File: src/rtl/fpu_interco_pkg.sv
// Shared types and defaults for the FPU core arbiter and its ID FIFO.
// The default widths match a 4-core cluster.
package fpu_interco_pkg;

    localparam int DEF_NB_CORES        = 4;
    localparam int DEF_DATA_WIDTH      = 32;
    localparam int DEF_FP_TYPE_WIDTH   = 5;
    localparam int DEF_NB_ARGS         = 3;
    localparam int DEF_OPCODE_WIDTH    = 6;
    localparam int DEF_DSFLAGS_CPU     = 15;
    localparam int DEF_USFLAGS_CPU     = 5;
    localparam int DEF_MAX_OUTSTANDING = 4;

    localparam logic [DEF_FP_TYPE_WIDTH-1:0] FPNEW_ID = 5'd0;
    localparam logic [DEF_FP_TYPE_WIDTH-1:0] APU_ID   = 5'd1;

    localparam int CORE_ID_W = $clog2(DEF_NB_CORES);
    typedef logic [CORE_ID_W-1:0] core_id_t;

    typedef struct packed {
        logic [DEF_FP_TYPE_WIDTH-1:0]                 fp_type;
        logic [DEF_NB_ARGS-1:0][DEF_DATA_WIDTH-1:0]   operands;
        logic [DEF_OPCODE_WIDTH-1:0]                  op;
        logic [DEF_DSFLAGS_CPU-1:0]                   flags;
    } fpu_req_t;

    // Wraps an index that may be up to 2*n-2 back into 0..n-1.
    function automatic int rr_wrap(input int idx, input int n);
        return (idx >= n) ? idx - n : idx;
    endfunction

endpackage

File: src/rtl/fpu_arb_id_fifo.sv
// In-order FIFO of granted core IDs. The head falls through to the incoming
// ID when empty so a same-cycle response can be routed without storage.
module fpu_arb_id_fifo #(
    parameter int DEPTH = 4,
    parameter int ID_W  = 2
) (
    input  logic            clk,
    input  logic            rst_n,
    input  logic            push_i,
    input  logic [ID_W-1:0] push_id_i,
    input  logic            pop_i,
    output logic [ID_W-1:0] head_o,
    output logic            bypass_o,
    output logic            full_o,
    output logic            empty_o
);

    localparam int PTR_W = $clog2(DEPTH);

    logic [PTR_W:0]  wr_q, wr_d, rd_q, rd_d;
    logic [ID_W-1:0] mem_q [DEPTH];
    logic [ID_W-1:0] mem_d [DEPTH];
    logic            do_push, do_pop;

    assign empty_o  = (wr_q == rd_q);
    assign full_o   = (wr_q[PTR_W] != rd_q[PTR_W]) &&
                      (wr_q[PTR_W-1:0] == rd_q[PTR_W-1:0]);
    assign bypass_o = empty_o & push_i;
    assign head_o   = empty_o ? push_id_i : mem_q[rd_q[PTR_W-1:0]];

    // A push and pop on an empty FIFO is a pass-through: neither pointer moves.
    assign do_push = push_i & ~(empty_o & pop_i);
    assign do_pop  = pop_i & ~empty_o;

    always_comb begin
        wr_d  = wr_q + {{PTR_W{1'b0}}, do_push};
        rd_d  = rd_q + {{PTR_W{1'b0}}, do_pop};
        mem_d = mem_q;
        if (do_push) begin
            mem_d[wr_q[PTR_W-1:0]] = push_id_i;
        end
    end

    always_ff @(posedge clk or negedge rst_n) begin
        if (!rst_n) begin
            wr_q <= '0;
            rd_q <= '0;
        end else begin
            wr_q <= wr_d;
            rd_q <= rd_d;
        end
    end

    always_ff @(posedge clk) begin
        mem_q <= mem_d;
    end

endmodule

File: src/rtl/fpu_core_arbiter.sv
// Round-robin arbiter of NB_CORES FP request ports onto one FPU port, with
// in-order response routing. Optional stall counter: FPU_ARB_PERF_CNT_EN.
module fpu_core_arbiter
    import fpu_interco_pkg::*;
#(
    parameter int NB_CORES        = DEF_NB_CORES,
    parameter int DATA_WIDTH      = DEF_DATA_WIDTH,
    parameter int FP_TYPE_WIDTH   = DEF_FP_TYPE_WIDTH,
    parameter int NB_ARGS         = DEF_NB_ARGS,
    parameter int OPCODE_WIDTH    = DEF_OPCODE_WIDTH,
    parameter int DSFLAGS_CPU     = DEF_DSFLAGS_CPU,
    parameter int USFLAGS_CPU     = DEF_USFLAGS_CPU,
    parameter int MAX_OUTSTANDING = DEF_MAX_OUTSTANDING
) (
    input  logic                                          clk,
    input  logic                                          rst_n,
    input  logic [NB_CORES-1:0]                           core_req_i,
    output logic [NB_CORES-1:0]                           core_gnt_o,
    input  logic [NB_CORES-1:0][FP_TYPE_WIDTH-1:0]        core_type_i,
    input  logic [NB_CORES-1:0][NB_ARGS-1:0][DATA_WIDTH-1:0] core_operands_i,
    input  logic [NB_CORES-1:0][OPCODE_WIDTH-1:0]         core_op_i,
    input  logic [NB_CORES-1:0][DSFLAGS_CPU-1:0]          core_flags_i,
    input  logic [NB_CORES-1:0]                           core_rready_i,
    output logic [NB_CORES-1:0]                           core_rvalid_o,
    output logic [NB_CORES-1:0][DATA_WIDTH-1:0]           core_rdata_o,
    output logic [NB_CORES-1:0][USFLAGS_CPU-1:0]          core_rflags_o,
    output logic                                          fpu_req_o,
    input  logic                                          fpu_gnt_i,
    output logic [FP_TYPE_WIDTH-1:0]                      fpu_type_o,
    output logic [NB_ARGS-1:0][DATA_WIDTH-1:0]            fpu_operands_o,
    output logic [OPCODE_WIDTH-1:0]                       fpu_op_o,
    output logic [DSFLAGS_CPU-1:0]                        fpu_flags_o,
    output logic                                          fpu_rready_o,
    input  logic                                          fpu_rvalid_i,
    input  logic [DATA_WIDTH-1:0]                         fpu_rdata_i,
    input  logic [USFLAGS_CPU-1:0]                        fpu_rflags_i
`ifdef FPU_ARB_PERF_CNT_EN
    ,
    output logic [31:0]                                   stall_cnt_o
`endif
);

    localparam int ID_W = $clog2(NB_CORES);

    typedef struct packed {
        logic [FP_TYPE_WIDTH-1:0]             fp_type;
        logic [NB_ARGS-1:0][DATA_WIDTH-1:0]   operands;
        logic [OPCODE_WIDTH-1:0]              op;
        logic [DSFLAGS_CPU-1:0]               flags;
    } req_t;

    req_t            core_req_s [NB_CORES];
    req_t            win_req;
    logic [ID_W-1:0] rr_ptr_q, rr_ptr_d;
    logic [ID_W-1:0] win, cand, dest;
    logic            found, handshake, dest_valid, pop;
    logic            fifo_full, fifo_empty, fifo_bypass;

    genvar gi;
    generate
        for (gi = 0; gi < NB_CORES; gi++) begin : g_core
            assign core_req_s[gi]    = '{core_type_i[gi], core_operands_i[gi],
                                         core_op_i[gi], core_flags_i[gi]};
            assign core_rdata_o[gi]  = fpu_rdata_i;
            assign core_rflags_o[gi] = fpu_rflags_i;
        end
    endgenerate

    // First requester at or after rr_ptr, in wrap-around order.
    always_comb begin
        win   = rr_ptr_q;
        cand  = '0;
        found = 1'b0;
        for (int i = 0; i < NB_CORES; i++) begin
            cand = ID_W'(rr_wrap(int'(rr_ptr_q) + i, NB_CORES));
            if (!found && core_req_i[cand]) begin
                found = 1'b1;
                win   = cand;
            end
        end
    end

    assign win_req        = core_req_s[win];
    assign fpu_type_o     = win_req.fp_type;
    assign fpu_operands_o = win_req.operands;
    assign fpu_op_o       = win_req.op;
    assign fpu_flags_o    = win_req.flags;

    assign fpu_req_o  = (|core_req_i) & ~fifo_full;
    assign handshake  = fpu_req_o & fpu_gnt_i;
    assign core_gnt_o = handshake ? (NB_CORES'(1) << win) : '0;

    always_comb begin
        rr_ptr_d = rr_ptr_q;
        if (handshake) begin
            rr_ptr_d = ID_W'(rr_wrap(int'(win) + 1, NB_CORES));
        end
    end

    always_ff @(posedge clk or negedge rst_n) begin
        if (!rst_n) begin
            rr_ptr_q <= '0;
        end else begin
            rr_ptr_q <= rr_ptr_d;
        end
    end

    fpu_arb_id_fifo #(
        .DEPTH (MAX_OUTSTANDING),
        .ID_W  (ID_W)
    ) u_id_fifo (
        .clk       (clk),
        .rst_n     (rst_n),
        .push_i    (handshake),
        .push_id_i (win),
        .pop_i     (pop),
        .head_o    (dest),
        .bypass_o  (fifo_bypass),
        .full_o    (fifo_full),
        .empty_o   (fifo_empty)
    );

    assign dest_valid    = ~fifo_empty | fifo_bypass;
    assign fpu_rready_o  = dest_valid & core_rready_i[dest];
    assign core_rvalid_o = (dest_valid & fpu_rvalid_i) ? (NB_CORES'(1) << dest) : '0;
    assign pop           = fpu_rvalid_i & fpu_rready_o;

`ifdef FPU_ARB_PERF_CNT_EN
    logic [31:0] stall_cnt_q, stall_cnt_d;

    always_comb begin
        stall_cnt_d = stall_cnt_q;
        if ((|core_req_i) && !handshake && (stall_cnt_q != 32'hFFFF_FFFF)) begin
            stall_cnt_d = stall_cnt_q + 32'd1;
        end
    end

    always_ff @(posedge clk or negedge rst_n) begin
        if (!rst_n) begin
            stall_cnt_q <= '0;
        end else begin
            stall_cnt_q <= stall_cnt_d;
        end
    end

    assign stall_cnt_o = stall_cnt_q;
`endif

`ifndef SYNTHESIS
    always_ff @(posedge clk) begin
        if (rst_n) begin
            assert (!(fpu_rvalid_i && !dest_valid));
            assert (int'(rr_ptr_q) < NB_CORES);
        end
    end
`endif

endmodule

File: config.mk
export PLATFORM = sky130hd
export DESIGN_NAME = fpu_core_arbiter
export DESIGN_NICKNAME = d
export VERILOG_FILES = /design/src/rtl/fpu_interco_pkg.sv /design/src/rtl/fpu_arb_id_fifo.sv /design/src/rtl/fpu_core_arbiter.sv
export SDC_FILE = /design/constraint.sdc
export NUM_CORES = 1
export LEC_CHECK = 0
export CAP_MARGIN = 20
export CORE_AREA = 2 2 317 319
export DETAILED_ROUTE_END_ITERATION = 16
export DIE_AREA = 0 0 319 321
export PLACE_DENSITY = 0.36
export RECOVER_POWER = 50
export SLEW_MARGIN = 40
export SYNTH_ARGS = -nofsm -noshare
export SYNTH_HDL_FRONTEND = slang
export SYNTH_SLANG_ARGS = --single-unit
File: constraint.sdc
create_clock -name clk -period 4.37 [get_ports clk]
set_input_delay 0.874 -clock clk [delete_from_list [all_inputs] [get_ports clk]]
set_output_delay 0.874 -clock clk [all_outputs]
set_load 0.05 [all_outputs]
==> flow_summary.yaml <==
cells_and_area:
  finalNonFillerCells: 2456
  final-seq-area_um2: 440
  fill_cells: 11200
  area_delta_synth_final_pct: 135
  finalNetCount: 1702
  multi_input_area_um2: 4390
  proportion_of_layout_cells_with_a_drive_suffix_above_1_pct: 19.0
logic_synthesis:
  synth-edff-count: 8
  syn_avg_cell_area_um2: 9.62
  synth_top_area_share_pct: 58.6
  synth.most_common_cell: "mux2i_1"
  asr_flop_ratio_synth_pct: 50.0
  post_synth_main_area_contributors: "mux2i_1, buf_4, buf_6, edfxtp_1, dfrtp_1"
  synth_seq_cells: 16
  yosys.area.top_type: "mux2i_1"
  synth_flop_cell: "edfxtp_1"
  yosys.cell_types.count: 40
  synth_commonest_cells: "mux2i_1, buf_4, buf_6"
  ys_warn_count: 0
  synth-seq-area-share_pct: 7.03
  syn-instance-count: 651
  mappedNetlistNets: 1196
  synthesis.area_um2: 6260
routing:
  drtAntennaViolNets: 0
  detailedRoute.firstIterationViolations: 118
  wire_length_per_cell_um: 17.8
  number_of_vias_per_cell_after_detailed_routing: 2.78
  totalWireLength_um: 43600
  remaining_drc_errors: 0
  routed-via-count: 6820
  iteration_count_of_the_initial_detailed_routing_pass: 4
floorplanning:
  die-area_um2: 102000
  fp.dieW_um: 319
  core_region_area_um2: 99300
  design.portCount: 817
  initial_core_util_pct: 6.31
  number_of_rows_created_at_floorplan: 116
  die_height_um: 321
worst_setup_path:
  timing.critical_path.to_type: "output pin"
  criticalPathCategory: "input pin to output pin"
  crit_path_cell_trace: "clkdlybuf4s50_1 -> nor2b_2 -> a2111oi_4 -> nor2_4 -> buf_12 -> buf_4 -> mux2i_1 -> mux2i_1 -> buf_4 -> buf_12"
  max_stage_delay_ns: 0.43
  reg2reg_depth: 8
  worstPathBufferInverterCount: 5
  reg2reg_from: "u_id_fifo.rd_q[1]"
  worst_path_max_delay_cell: "a2111oi_4"
  startpoint_type: "input pin"
  timing.critical_path.required_ns: 3.50
  setup.reg_to_reg.worst_slack_ns: 1.82
  crit_fanout: 29
  worst_ep_arrival_time_ns: 3.33
  worst_r2r_endpoint: "u_id_fifo.wr_q[2]"
  worst_path_dominant_cell_family: "buffers and inverters"
job:
  cap_violations: 0
sta:
  timing.final.max_slew_violations: 0
  final_setup_fails: 0
  timing.clock.skew_ns: 0.00194
  setup_tns_ns: 0
  timing.max_slew.rel_slack_pct: 57.4
  finalHoldViolations: 0
  post-route-min-period_ns: 4.20
  min_period_over_period_pct: 96.2
  postLayoutSetupSlackWorst_ns: 0.168
  grt_setup_unrepaired: "no"
  worst_pin_slew_ns: 0.637
  holdWs_ns: 0.483
  highest_achievable_clock_rate_ghz: 0.238
clock_tree:
  numCtsBuffers: 3
  ctsHtreeMaxLevel: 1
  clkSinkCount: 16
  clk_path_buf_depth: 2
  cts-hold-fix-buffers: 0
  cts_tree: "built"
  clock_insertion_delay_worst_skew_ns: 0.24
  worst_setup_hold_path_clk_slew_ns: 0.05
  clockRootBuffer: "clkbuf_16"
global_route:
  combined_global_route_utilization_of_all_metal_layers_pct: 7.95
  via_count_of_the_first_global_routing_pass: 7517
  grt_start_max_net_pins: 42
  number_of_antenna_violations_at_the_first_check_in_global_routing: 9
  gr-total-overflow: 0
  grt_pass1_wl_um: 57800
placed_design:
  dp_hpwl_um: 40400
  place_ws_ns: -0.182
  numPortBuffers: 631
  post_place_cells: 2450
  globalplace.congestion: 0.787
power:
  power_density_nw_per_um2: 622
  netSwitchingFraction_pct: 52.2
  vdd_ir_drop_max_mv: 0.195
  seqPwrFrac_pct: 3.2
  power.static_leakage_nw: 5.99
  internal-power_mw: 4.38
  comb_power_share_pct: 94.9
  power_frac_clock_pct: 1.9
  power_switching_mw: 4.78
worst_hold_path:
  hold_depth: 1
  hold_path.class: "register to register"
  worstHoldStart: "u_id_fifo.rd_q[2]"
  whs_endpoint: "u_id_fifo.rd_q[2]"
status:
  status: "finished clean"
cell families after synthesis:
family / after synthesis / share of synthesized area [%]
AO/OA/AOI/OAI: 18 / 2.50
buffers and inverters: 194 / 23.9
AND/OR/NAND/NOR: 38 / 4.00
XOR/XNOR: 5 / 0.699
adder cells (fa/ha/maj): 8 / 1.60
flip-flops: 16 / 7.03
multiplexers: 372 / 60.3
registers in the layout, summed over array words and instances, names as in the netlist:
register	flops
u_id_fifo.mem_q	8
u_id_fifo.rd_q	3
u_id_fifo.wr_q	3
rr_ptr_q	2
timing repair:
| action | in CTS | in global routing |
|---|---|---|
| resized for setup | 6 | 4 |
| setup buffers | 0 | 0 |
| setup endpoints to repair | 4 | 23 |
| pin swaps | 0 | 0 |
power by group through the flow:
stage	Clock [mW]	Combinational [mW]	Sequential (mW)
2_1_floorplan	0	4.82	0.275
3_3_place_gp	0	8.82	0.290
3_5_place_dp	0	8.86	0.292
4_1_cts	0.182	8.91	0.291
5_1_grt	0.193	9.14	0.299
6_report	0.177	8.69	0.290
worst max-delay path by stage:
stage / from / endpoint / cells past startpoint
after floorplan: core_req_i[0] / core_rvalid_o[2] / 5
after global placement: core_req_i[1] / fpu_operands_o[12] / 9
after detailed placement: core_req_i[1] / fpu_operands_o[13] / 9
after CTS: core_req_i[1] / fpu_operands_o[7] / 9
after global routing: core_req_i[0] / fpu_operands_o[74] / 10
final: core_req_i[2] / fpu_operands_o[6] / 10
cells in the final DEF (no fill, tap or decap), types with 4 or more instances in the layout:
cell type,count
buf_4,53
buf_12,138
nor3_1,4
nand2_1,4
mux4_2,4
edfxtp_1,8
nor2b_1,4
and3_1,4
mux2i_2,4
nor3b_1,4
dfrtp_1,8
nor2_1,4
o21ai_1,4
nor3b_2,4
mux2i_1,360
xor2_1,4
clkdlybuf4s50_1,498
ha_1,8
routing by layer:
metal / GRT usage [%] / share of wire [%]
met2: 14.1 / 49
met4: 2.43 / 2.6
met1: 9.28 / 40
met3: 2.13 / 8.1
met5: 0 / 0.066
stage by stage:
step	utilization (%)	area [um^2]	total power, mW
final	14.8	14700	9.15
after global routing	14.8	14700	9.63
after CTS	14.8	14700	9.38
after detailed placement	14.7	14600	9.15
after global placement	14.7	14600	9.11
after floorplan	-	6260	5.10
area by class of cell:
type	count	area share, %
flip-flops and latches	16	2.99
well taps	1298	11.0
inverters	4	0.102
repair buffers	691	55.5
diodes	2	0.0340
multi-input cells	441	29.8
clock buffers	4	0.535
Note: power is estimated with default switching activity, not from simulation.
